===== config.mk =====
export PLATFORM = sky130hd
export DESIGN_NAME = accel_prog_loader
export DESIGN_NICKNAME = d
export VERILOG_FILES = /design/src/rtl/accel_prog_loader.sv
export SDC_FILE = /design/constraint.sdc
export NUM_CORES = 1
export LEC_CHECK = 0
export BUFFER_PORTS_ARGS = -buffer_cell sky130_fd_sc_hd__buf_2
export CORE_MARGIN = 2
export CORE_UTILIZATION = 61
export DETAILED_ROUTE_END_ITERATION = 16
export GPL_TIMING_DRIVEN = 0
export PLACE_DENSITY_LB_ADDON = 0.08
export SETUP_SLACK_MARGIN = 0.2
export SYNTH_ARGS = -nofsm -noshare
export SYNTH_HDL_FRONTEND = slang
export SYNTH_SLANG_ARGS = --single-unit

===== constraint.sdc =====
create_clock -name clk -period 4.1 [get_ports clk]
set_input_delay 0.205 -clock clk [delete_from_list [all_inputs] [get_ports clk]]
set_output_delay 0.205 -clock clk [all_outputs]
set_load 0.1 [all_outputs]

===== src/rtl/accel_prog_loader.sv =====
// ============================================================================
//  Module   : accel_prog_loader
//  Purpose  : Splits a header-framed word stream into PITO imem/dmem writes
//             and assembled MVU weight-memory writes.
//  Revision : 1.0 - initial release
// ============================================================================
`default_nettype none

module accel_prog_loader #(
    parameter int NMVU    = 8,
    parameter int XLEN    = 32,
    parameter int IMEM_AW = 10,
    parameter int DMEM_AW = 10,
    parameter int WA      = 9,
    parameter int WW      = 128
) (
    input  logic                 clk,
    input  logic                 rst_n,
    input  logic [XLEN-1:0]      in_data,
    input  logic                 in_valid,
    output logic                 in_ready,
    input  logic                 abort,
    output logic [IMEM_AW-1:0]   pito_imem_addr,
    output logic [XLEN-1:0]      pito_imem_data,
    output logic                 pito_imem_w_en,
    output logic [DMEM_AW-1:0]   pito_dmem_addr,
    output logic [XLEN-1:0]      pito_dmem_data,
    output logic                 pito_dmem_w_en,
    output logic                 pito_program,
    output logic [WA-1:0]        mvu_wrw_addr,
    output logic [WW-1:0]        mvu_wrw_word,
    output logic [NMVU-1:0]      mvu_wrw_en,
    output logic                 busy,
    output logic                 done,
    output logic                 err
);

    localparam int c_ratio = WW / XLEN;
    localparam int c_sw    = (c_ratio > 1) ? $clog2(c_ratio) : 1;
    localparam logic [c_sw-1:0] c_sub_last = c_sw'(c_ratio - 1);
    localparam logic [c_sw-1:0] c_sub_one  = c_sw'(1);
    localparam logic [NMVU-1:0] c_en_one   = NMVU'(1);

    typedef enum logic [1:0] {
        HDR   = 2'd0,
        DATA  = 2'd1,
        DRAIN = 2'd2
    } state_t;

    state_t            r_state;
    logic [1:0]        r_target;
    logic [3:0]        r_mvu;
    logic [13:0]       r_addr;
    logic [11:0]       r_cnt;
    logic [c_sw-1:0]   r_sub;
    logic [WW-1:0]     r_buf;

    logic [1:0]        w_hdr_tgt;
    logic [3:0]        w_hdr_mvu;
    logic              w_hdr_ok;
    logic              w_unit_end;
    logic [WW-1:0]     w_asm;

    assign w_hdr_tgt  = in_data[31:30];
    assign w_hdr_mvu  = in_data[29:26];
    assign w_hdr_ok   = (w_hdr_tgt != 2'd3) &&
                        ((w_hdr_tgt != 2'd2) || ({1'b0, w_hdr_mvu} < 5'(NMVU)));
    // Non-weight targets write once per word; weights once per c_ratio words.
    assign w_unit_end = (r_target != 2'd2) || (r_sub == c_sub_last);

    assign in_ready = rst_n;
    assign busy     = (r_state != HDR);

    always_comb begin
        w_asm = r_buf;
        w_asm[r_sub*XLEN +: XLEN] = in_data;
    end

    always_ff @(posedge clk or negedge rst_n) begin
        if (!rst_n) begin
            r_state        <= HDR;
            r_target       <= '0;
            r_mvu          <= '0;
            r_addr         <= '0;
            r_cnt          <= '0;
            r_sub          <= '0;
            r_buf          <= '0;
            pito_imem_addr <= '0;
            pito_imem_data <= '0;
            pito_imem_w_en <= 1'b0;
            pito_dmem_addr <= '0;
            pito_dmem_data <= '0;
            pito_dmem_w_en <= 1'b0;
            pito_program   <= 1'b0;
            mvu_wrw_addr   <= '0;
            mvu_wrw_word   <= '0;
            mvu_wrw_en     <= '0;
            done           <= 1'b0;
            err            <= 1'b0;
        end else begin
            pito_imem_w_en <= 1'b0;
            pito_dmem_w_en <= 1'b0;
            mvu_wrw_en     <= '0;
            done           <= 1'b0;
            err            <= 1'b0;
            if (done) begin
                pito_program <= 1'b0;
            end
            case (r_state)
                HDR: begin
                    if (in_valid) begin
                        r_target <= w_hdr_tgt;
                        r_mvu    <= w_hdr_mvu;
                        r_addr   <= in_data[13:0];
                        r_cnt    <= in_data[25:14];
                        r_sub    <= '0;
                        if (w_hdr_ok) begin
                            r_state      <= DATA;
                            pito_program <= (w_hdr_tgt == 2'd0);
                        end else begin
                            r_state <= DRAIN;
                            err     <= 1'b1;
                        end
                    end
                end
                DATA, DRAIN: begin
                    if (abort) begin
                        r_state      <= HDR;
                        r_sub        <= '0;
                        r_buf        <= '0;
                        pito_program <= 1'b0;
                    end else if (in_valid) begin
                        if (w_unit_end) begin
                            r_sub  <= '0;
                            r_addr <= r_addr + 14'd1;
                            if (r_cnt == 12'd0) begin
                                r_state <= HDR;
                            end else begin
                                r_cnt <= r_cnt - 12'd1;
                            end
                            // DRAIN walks the same counters but never strobes.
                            if (r_state == DATA) begin
                                done <= (r_cnt == 12'd0);
                                case (r_target)
                                    2'd0: begin
                                        pito_imem_addr <= r_addr[IMEM_AW-1:0];
                                        pito_imem_data <= in_data;
                                        pito_imem_w_en <= 1'b1;
                                    end
                                    2'd1: begin
                                        pito_dmem_addr <= r_addr[DMEM_AW-1:0];
                                        pito_dmem_data <= in_data;
                                        pito_dmem_w_en <= 1'b1;
                                    end
                                    default: begin
                                        mvu_wrw_addr <= r_addr[WA-1:0];
                                        mvu_wrw_word <= w_asm;
                                        mvu_wrw_en   <= c_en_one << r_mvu;
                                    end
                                endcase
                            end
                        end else begin
                            r_sub <= r_sub + c_sub_one;
                            r_buf <= w_asm;
                        end
                    end
                end
                default: r_state <= HDR;
            endcase
        end
    end

endmodule

`default_nettype wire


### After elaboration in Yosys (flattened, before gate mapping)

Index checks and enable logic that the tools add are counted.

| storage, ports and cells | value |
|---|---|
| bits in registers | 398 |
| output and inout port bits | 236 |
| bits of input ports | 36 |

| operators by class | value |
|---|---|
| reduce and logical (&&, ||, !) cells | 21 |
| add/sub/neg operators | 4 |
| bitwise operators | 2 |
| equal/unequal tests | 16 |
| $lt $le $gt $ge | 1 |
| mux-type cells | 58 |
| shift operators | 3 |

Operators by type and width:

| cell | count |
|---|---|
| 128-bit two-way mux | 3 |
| 128-bit bitwise mux | 1 |
| 32-bit by 34-bit variable shift with 128-bit output (first input constant) | 1 |
| 32-bit by 34-bit variable part select with 128-bit output | 1 |
| 12-bit two-way mux | 5 |
| 14-bit two-way mux | 4 |
| 8-bit two-way mux | 6 |
| 7-bit negator with 34-bit output | 1 |
| 14-bit one-hot mux with 2 select lines | 1 |
| 1-bit two-way mux | 24 |
| 12-bit one-hot mux with 2 select lines | 1 |
| 6-bit AND reduction | 4 |
| 2-bit two-way mux | 10 |
| 2-bit != test (second input constant) | 9 |
| 14-bit by 1-bit adder with 14-bit output (second input constant) | 1 |
| 12-bit logical NOT | 1 |
| 12-bit by 1-bit subtractor with 12-bit output (second input constant) | 1 |
| 3-bit != test (second input constant) | 3 |
| 2-bit one-hot mux with 2 select lines | 2 |
| 1-bit by 4-bit << shifter with 8-bit output (first input constant) | 1 |
| 2-bit logical NOT | 3 |
| 3-bit AND reduction | 2 |
| 2-bit nonzero test | 3 |
| 5-bit AND reduction | 1 |
| 11 further kinds | 16 |

### Longest topological paths before layout

Gate-level depths: netlist of the first run.

| depth | value |
|---|---|
| depth in word-level cells | 8 |
| depth in mapped cells | 9 |
| mapped depth without buffers | 7 |

### Worst setup path before layout of the first run

No wires, ideal clock.

| path | value |
|---|---|
| kind | reg2reg |
| start point | register r_sub[0] |
| end point | register r_buf[66] |
| buffers on the path | 1 |
| clock period less this slack | 2,197 ps |
| required time | 4,034 ps |
| path slack | 1,903 ps |
| cell stages (with the launch flop) | 9 |
| arrival | 2,131 ps |
| cell sequence | dfrtp_1 -> inv_1 -> ha_1 -> inv_1 -> nor4b_1 -> inv_1 -> nor2_1 -> buf_2 -> a22o_1 |

| on the way | value |
|---|---|
| longest elaborated chain between the ends | 6 |
| elaborated cells on any way between the ends | 11 |
| those cells by class | add/sub (1); eq/ne (2); shift (2); mux (4); reduce/logical (2) |

RTL lines:

| what | RTL line | RTL |
|---|---|---|
| from (decl) | 55 | `logic [c_sw-1:0] r_sub;` |
| from (signal assigned) | 163 | `r_sub <= r_sub + c_sub_one;` |
| 7-bit negator with 34-bit output | 76 | `w_asm[r_sub*XLEN +: XLEN] = in_data;` |
| 32-bit by 34-bit variable part select with 128-bit output or 32-bit by 34-bit variable shift with 128-bit output (tied branches) | 76 |  |
| 128-bit bitwise mux | 76 |  |
| 128-bit two-way mux | 133 | `if (w_unit_end) begin` |
| 128-bit two-way mux | 132 | `end else if (in_valid) begin` |
| 128-bit two-way mux | 127 | `if (abort) begin` |
| to (signal assigned) | 164 | `r_buf <= w_asm;` |
| to (decl) | 56 | `logic [WW-1:0] r_buf;` |

Several ways; a longest one is shown, not always the timed one. The select of a mux whose other input is x is not followed.
A chain may end at the register's enable or synchronous reset.

### Worst setup path after layout of the first run

| path | value |
|---|---|
| start point | register r_state[1] |
| end point | register mvu_wrw_word[31] |

| on the way | value |
|---|---|
| longest elaborated chain between the ends | 3 |
| elaborated cells on any way between the ends | 4 |
| those cells by class | eq/ne (2); reduce/logical (2) |

RTL lines:

| what | RTL line | RTL |
|---|---|---|
| from (decl) | 50 | `state_t r_state;` |
| from (signal assigned) | 81 | `r_state <= HDR;` |
| from (signal assigned) | 118 | `r_state <= DATA;` |
| from (signal assigned) | 121 | `r_state <= DRAIN;` |
| 2-bit by 1-bit == test with 1-bit output or 2-bit == test (tied branches) | 109, 142 |  |
| 2-bit OR reduction | 109 | `case (r_state)` |
| 6-bit AND reduction (no line) (*) | n/a |  |
| to (signal assigned) | 157 | `mvu_wrw_word <= w_asm;` |
| to (decl) | 31 | `output logic [WW-1:0] mvu_wrw_word,` |

Mark *: on every way between the ends. The rest lies on a longest branch, timed or not.

==> qor.txt, run 1 <==
Mapped Cells = 1488
Drt total wl = 48000 microns
Clock Path Buffers = 3
Max-capacitance violation count = 0
Setup Skew = 0.00829 ns
Mapped Area = 16600 sq um
Cell taking the most area after synthesis = dfrtp_1
GR Util All Layers = 0.337
Total clock sinks = 394
Sum Neg Setup Slack = 0 ns
YS warnings = 0
Die Area = 28500 sq um
Pin count of the biggest net entering global routing = 125
IO Pins = 272
Die X = 169 microns
Vias = 13300
Htree depth = 2
Startpoint types = flop
Top cells by area, synth = dfrtp_1 59%, a21oi_1 8.1%, a22o_1 6.8%
Setup bufs post-CTS = 0
WP data required = 4.55 ns
CP peak stage delay = 0.69 ns
Fin. Hold Viols = 0
CP max-delay cell = clkbuf_1
Min cycle time layout = 3.11 ns
Fin crit share = 0.759
I/O Buffers = 266
Layout area overhead = 20.6%
Fmax = 321 MHz
Cell variety after synth = 52
Worst Hold Depth = 3
Top cell by count, worst path = clkbuf_1
Least-Margin Pin Slew = 1.09 ns
Critical path depth = 8
Congestion Overflow GR = 0
Crit Path Category = reg2reg
Delay-heaviest family, CP = buffers and inverters
Vias per cell = 6.07
Core Footprint = 26800 sq um
Row count = 60
First-pass GRT wire length = 74000 microns
CTS Buf Count = 41
WP data arrival = 3.56 ns
Fillers = 1947
Post-route ant nets = 0
Crit path max fanout = 10
Sequential area share after synthesis = 0.595
Post-synth EDFFs = 0
Number of buffer and inverter stages on the critical path = 3
Worst Reg-to-Reg Cells = 8
Asr flop ratio synth = 1.00
Status = complete, no violations
Initial DRC Count = 1430
Max Slew Vio Count = 0
Die Y = 169 microns
Most used DFF post-synth = dfrtp_1
Syn Nets = 1536
Initial Util = 0.619
#FFs+latches synth = 394
Antenna violations before repair = 2
Worst min path class = in2reg
Drt pass-1 iters = 7
Reg clk slew, reported paths = 0.06 ns
Share of post-route cells with drive strength above 1 = 0.250
Gpl congestion = 0.904
Post-synthesis average cell area = 11.1 sq um
Residual DRC count = 0
CTS Root Cell = clkbuf_16
RSZ-0062 raised after global routing = false
Routed length per instance = 21.9 microns
Vias in the first global route = 13000
CP endpoint kind = flop
HPWL after DPL = 32700 microns
Critical path, cell by cell = inv_1, ha_1, nand2_1, nor4b_2, clkbuf_1, clkbuf_1, nor2_1, a21oi_1
Final nets = 1864
Insertion delay to the later sink of the worst-skew pair = 0.53 ns
Final Setup Violations = 0
Diode count = 0
Max_slew headroom = 0.267
Top cell type's share of synthesized area = 0.595
TritonCTS clock tree = built
Reg-to-reg slack, setup = 0.99 ns
## final cells by class
cell class / count / area [sq um] / share of cell area
buffer: 134 / 532 / 0.0266
clock buffer: 59 / 1180 / 0.0593
clock inverter: 14 / 186 / 0.00933
inverter: 20 / 75.1 / 0.00376
multi-input combinational: 940 / 6130 / 0.307
sequential: 394 / 9860 / 0.493
tap: 341 / 427 / 0.0213
timing repair buffer: 285 / 1590 / 0.0793
## synth_stat cells, types with 3 or more instances
cell type,count
dfrtp_1,394
a21oi_1,267
nor2_1,143
nor2b_1,132
a22o_1,129
clkbuf_1,108
mux2_2,97
nand2_1,27
buf_2,20
inv_1,20
o21ai_0,15
o22ai_1,14
ha_1,12
nand3_1,11
mux2i_1,10
nor3_1,9
and3_1,7
nand4_1,6
nor4_1,6
buf_1,5
and2_1,4
o21ai_1,4
a221o_1,3
a31oi_1,3
and4_1,3
o31ai_1,3
or2_2,3
## final timing paths
kind	startpoint	to
max	r_state[1]$_DFFE_PN0P_	mvu_wrw_word[31]$_DFFE_PN0P_
min	in_data[0]	mvu_wrw_word[96]$_DFFE_PN0P_
max reg2reg	r_state[1]$_DFFE_PN0P_	mvu_wrw_word[31]$_DFFE_PN0P_
min reg2reg	r_cnt[11]$_DFFE_PN0P_	r_cnt[11]$_DFFE_PN0P_
max in group asynchronous	rst_n	r_buf[36]$_DFFE_PN0P_
min in group asynchronous	rst_n	mvu_wrw_en[7]$_DFF_PN0_
## routing by layer
metal  wire [microns]  vias up  global-route usage
met1            20300     6651               0.477
met3             4050      101              0.0774
met5               38        -                   0
li1                 -     5901                   -
met2            22100      613               0.523
met4             1530        6               0.111
## metrics by stage
stage           util  cell area, sq um  hold WS [ns]  setup WS, ns  instances
3_5_place_dp   0.689             18500         0.177          1.04       2099
2_1_floorplan      -             16600       -0.0906          1.90       1488
6_report       0.746             20000        0.0135         0.987       2187
5_1_grt        0.746             20000        0.0176         0.782       2187
3_3_place_gp   0.684             18300         0.448         -4.86       2095
4_1_cts        0.745             20000      0.000679          1.01       2187
## layout by cell type (no fill, tap or decap), drive strengths merged, types with 2 or more instances in the layout
cell type    Yosys  final
dfrtp          394    394
buf             26    296
a21oi          267    267
clkbuf         108    167
nor2           143    143
nor2b          132    132
a22o           129    129
mux2            97     97
nand2           27     27
inv             20     20
o21ai           19     19
dlygate4sd3      0     15
o22ai           14     14
ha              12     12
nand3           11     11
mux2i           10     10
nor3             9      9
nor4             9      9
clkinv           0      8
and3             7      7
nand4            6      6
and2             5      5
bufinv           0      4
or2              3      3
and4             3      3
a221o            3      3
a31oi            3      3
o31ai            3      3
nor4b            3      3
o311ai           2      2
o41ai            2      2
nand2b           2      2
nand3b           2      2
a32o             2      2
o211ai           2      2
clkinvlp         0      2
## kinds of logic (layout without fill, tap and decap cells)
kind of cell	Yosys count	count (layout)	synth area share
buffers and inverters	154	512	0.0366
adder cells (fa/ha/maj)	12	12	0.00906
AND/OR/NAND/NOR	365	365	0.114
AO/OA/AOI/OAI	456	456	0.173
multiplexers	107	107	0.0719
flip-flops	394	394	0.595
## state kept, by name (all words and copies together), names as in the netlist
| register | flops |
|---|---|
| done | 1 |
| err | 1 |
| mvu_wrw_addr | 9 |
| mvu_wrw_en | 8 |
| mvu_wrw_word | 128 |
| pito_dmem_addr | 10 |
| pito_dmem_data | 32 |
| pito_dmem_w_en | 1 |
| pito_imem_addr | 10 |
| pito_imem_data | 32 |
| pito_imem_w_en | 1 |
| pito_program | 1 |
| r_addr | 10 |
| r_buf | 128 |
| r_cnt | 12 |
| r_mvu | 4 |
| r_state | 2 |
| r_sub | 2 |
| r_target | 2 |
## tightest hold or removal path: cells and delay by family
family | cells | cell delay [ns]
AO/OA/AOI/OAI | 2 | 0.18
buffers and inverters | 1 | 0.11
## what timing repair did
action,in CTS,in global routing
gates resized for setup,0,0
endpoints found under the setup margin,0,0
endpoints found under the hold margin,73,0
hold buffers,15,0
Power of run 1 is not shown: default switching activity piles up to over one toggle a cycle in this logic, so the estimate is an artifact.
==> inputs of run 2 (changes only) <==
Settings changed: CORE_UTILIZATION 61 to 51.
Clock period 4.1 ns to 2.7 ns, I/O delays scaled along.
==> qor.txt, run 2 (same netlist as run 1, synthesis figures left out) <==
Vias per cell = 5.73 (-5.5%)
CP endpoint kind = flop
GR Util All Layers = 0.292 (-0.0448)
Drt pass-1 iters = 5 (-2)
WP data arrival = 2.88 ns (-0.68 ns)
Worst r2r src = r_sub[0]$_DFFE_PN0P_
First-pass GRT wire length = 76000 microns (+2.6%)
Initial DRC Count = 1120 (-22%)
Hold endpoint = r_cnt[4]$_DFFE_PN0P_
Max_slew headroom = 0.347 (+0.0801)
TritonCTS clock tree = built
Share of post-route cells with drive strength above 1 = 0.286 (+0.0363)
Core Footprint = 32300 sq um (+20%)
Worst Reg-to-Reg Cells = 7 (-1)
Fin. Hold Viols = 0 (unchanged)
Initial Util = 0.513 (-0.105)
Pin count of the biggest net entering global routing = 113 (-9.6%)
Final Setup Violations = 0 (unchanged)
Diode count = 0 (unchanged)
Vias in the first global route = 12900 (-0.58%)
Die X = 184 microns (+9.1%)
CTS Buf Count = 42 (+2.4%)
Final core occ = 0.636 (-0.110)
Fin crit share = 0.890 (+0.131)
Status = complete, no violations
I/O Buffers = 266 (unchanged)
Setup Skew = 0.0127 ns (+0.00440 ns)
Die Y = 184 microns (+9.1%)
Clock Path Buffers = 3 (unchanged)
Top Registers = mvu_wrw_word: 128 flops, r_buf: 128 flops
Drt total wl = 49100 microns (+2.2%)
Final nets = 1882 (+0.97%)
Post-route ant nets = 0 (unchanged)
Fillers = 2726 (+40%)
Max Slew Vio Count = 0 (unchanged)
Fmax = 416 MHz (+30%)
DP Area = 18600 sq um (+0.68%)
Worst min path class = in2reg
Insertion delay to the later sink of the worst-skew pair = 0.53 ns (about the same)
Die Area = 34000 sq um (+19%)
Least-Margin Pin Slew = 0.972 ns (-0.119 ns)
Gpl congestion = 0.885 (-2.0%)
Crit Path Category = reg2reg
WP data required = 3.17 ns (-1.38 ns)
Min cycle time layout = 2.40 ns (-0.710 ns)
Antenna violations before repair = 0 (-2)
Max-capacitance violation count = 0 (unchanged)
Commonest cells after routing, fill and taps aside = 393 x dfrtp_1, 280 x buf_2, 267 x a21oi_1
Worst hold start = in_data[18]
Area of the multi-input gates = 6210 sq um (+1.2%)
CTS Root Cell = clkbuf_16
Residual DRC count = 0 (unchanged)
Row count = 66 (+10%)
Reg-to-reg slack, setup = 0.30 ns (-0.69 ns)
RSZ-0062 raised after global routing = true
Routed length per instance = 21.2 microns (-3.2%)
Reg clk slew, reported paths = 0.06 ns (about the same)
Worst Hold Depth = 4 (+1)
Reg2Reg Capture Point = r_buf[61]$_DFFE_PN0P_
Most common cell after layout, fill and taps aside = dfrtp_1
Layout area overhead = 23.9%
Worst Setup SP = r_sub[0]$_DFFE_PN0P_
IO Pins = 272 (unchanged)
Register area = 9860 sq um (about the same)
Total clock sinks = 394 (unchanged)
Crit path max fanout = 10 (unchanged)
Htree depth = 2 (unchanged)
Finished Cell Area = 20500 sq um (+2.8%)
Startpoint types = flop
Vias = 13200 (-0.25%)
Congestion Overflow GR = 0 (unchanged)
HPWL after DPL = 34000 microns (+3.8%)
[run 2: changes by cell type in the layout (fill, tap and decap cells not counted), sizes merged]
cell         change
buf              +2
bufinv           -1
dlygate4sd3     +11
inv              +1
clkbuf          +13
clkinvlp         -2
clkinv           -3
[run 2: worst max-delay path by stage]
stage                                                end  slack (ns)
after floorplan                    r_buf[66]$_DFFE_PN0P_        0.50
after CTS                           r_cnt[8]$_DFFE_PN0P_        0.21
after global routing        mvu_wrw_word[62]$_DFFE_PN0P_        0.18
after detailed placement    mvu_wrw_word[95]$_DFFE_PN0P_       -0.46
final                              r_buf[61]$_DFFE_PN0P_        0.30
after global placement    pito_dmem_data[16]$_DFFE_PN0P_       -6.32
[run 2: area by class of cell]
| class | instances | area share |
|---|---|---|
| Clock inverter | 9 | 0.00603 |
| Timing Repair Buffer | 303 | 0.0859 |
| Multi-Input combinational cell | 940 | 0.302 |
| Inverter | 20 | 0.00366 |
| Tap cell | 442 | 0.0269 |
| Clock buffer | 68 | 0.0652 |
| Buffer | 133 | 0.0299 |
| Sequential cell | 394 | 0.480 |
[run 2: per-layer routing]
layer | track usage | wire (microns)
met2 | 0.461 | 22400
met3 | 0.0543 | 3650
met5 | 0 | 0
met4 | 0.0870 | 1360
met1 | 0.415 | 21700
[run 2: metrics by stage]
| stage | hold slack [ns] | setup WS (ns) | setup TNS [ns] | std cells |
|---|---|---|---|---|
| floorplan | -0.161 | 0.503 | 0 | 1488 |
| global placement | 0.370 | -6.32 | -2577.76 | 2196 |
| detailed placement | 0.197 | -0.463 | -62.35 | 2200 |
| CTS | 0.0550 | 0.206 | 0 | 2307 |
| global route | 0.0885 | 0.177 | 0 | 2309 |
| finish | 0.0583 | 0.297 | 0 | 2309 |
[run 2: what timing repair did]
| action | 4_1_cts | 5_1_grt |
|---|---|---|
| setup endpoints to repair | 327 | 278 |
| hold endpoints to repair | 109 | 0 |
| buffers inserted | 5 | 2 |
| hold buffers | 26 | 0 |
| pin swaps | 5 | 1 |
| gates resized for setup | 47 | 51 |
[run 2: critical path, cell delays in order (launching register included)]
cell and delay [ns]:
dfrtp_2 0.47, ha_1 0.24, or3b_4 0.41, or3_4 0.45, nor4_4 0.24, buf_6 0.17, clkbuf_4 0.20, a22o_1 0.15
Power of run 2 is left out for the same reason.
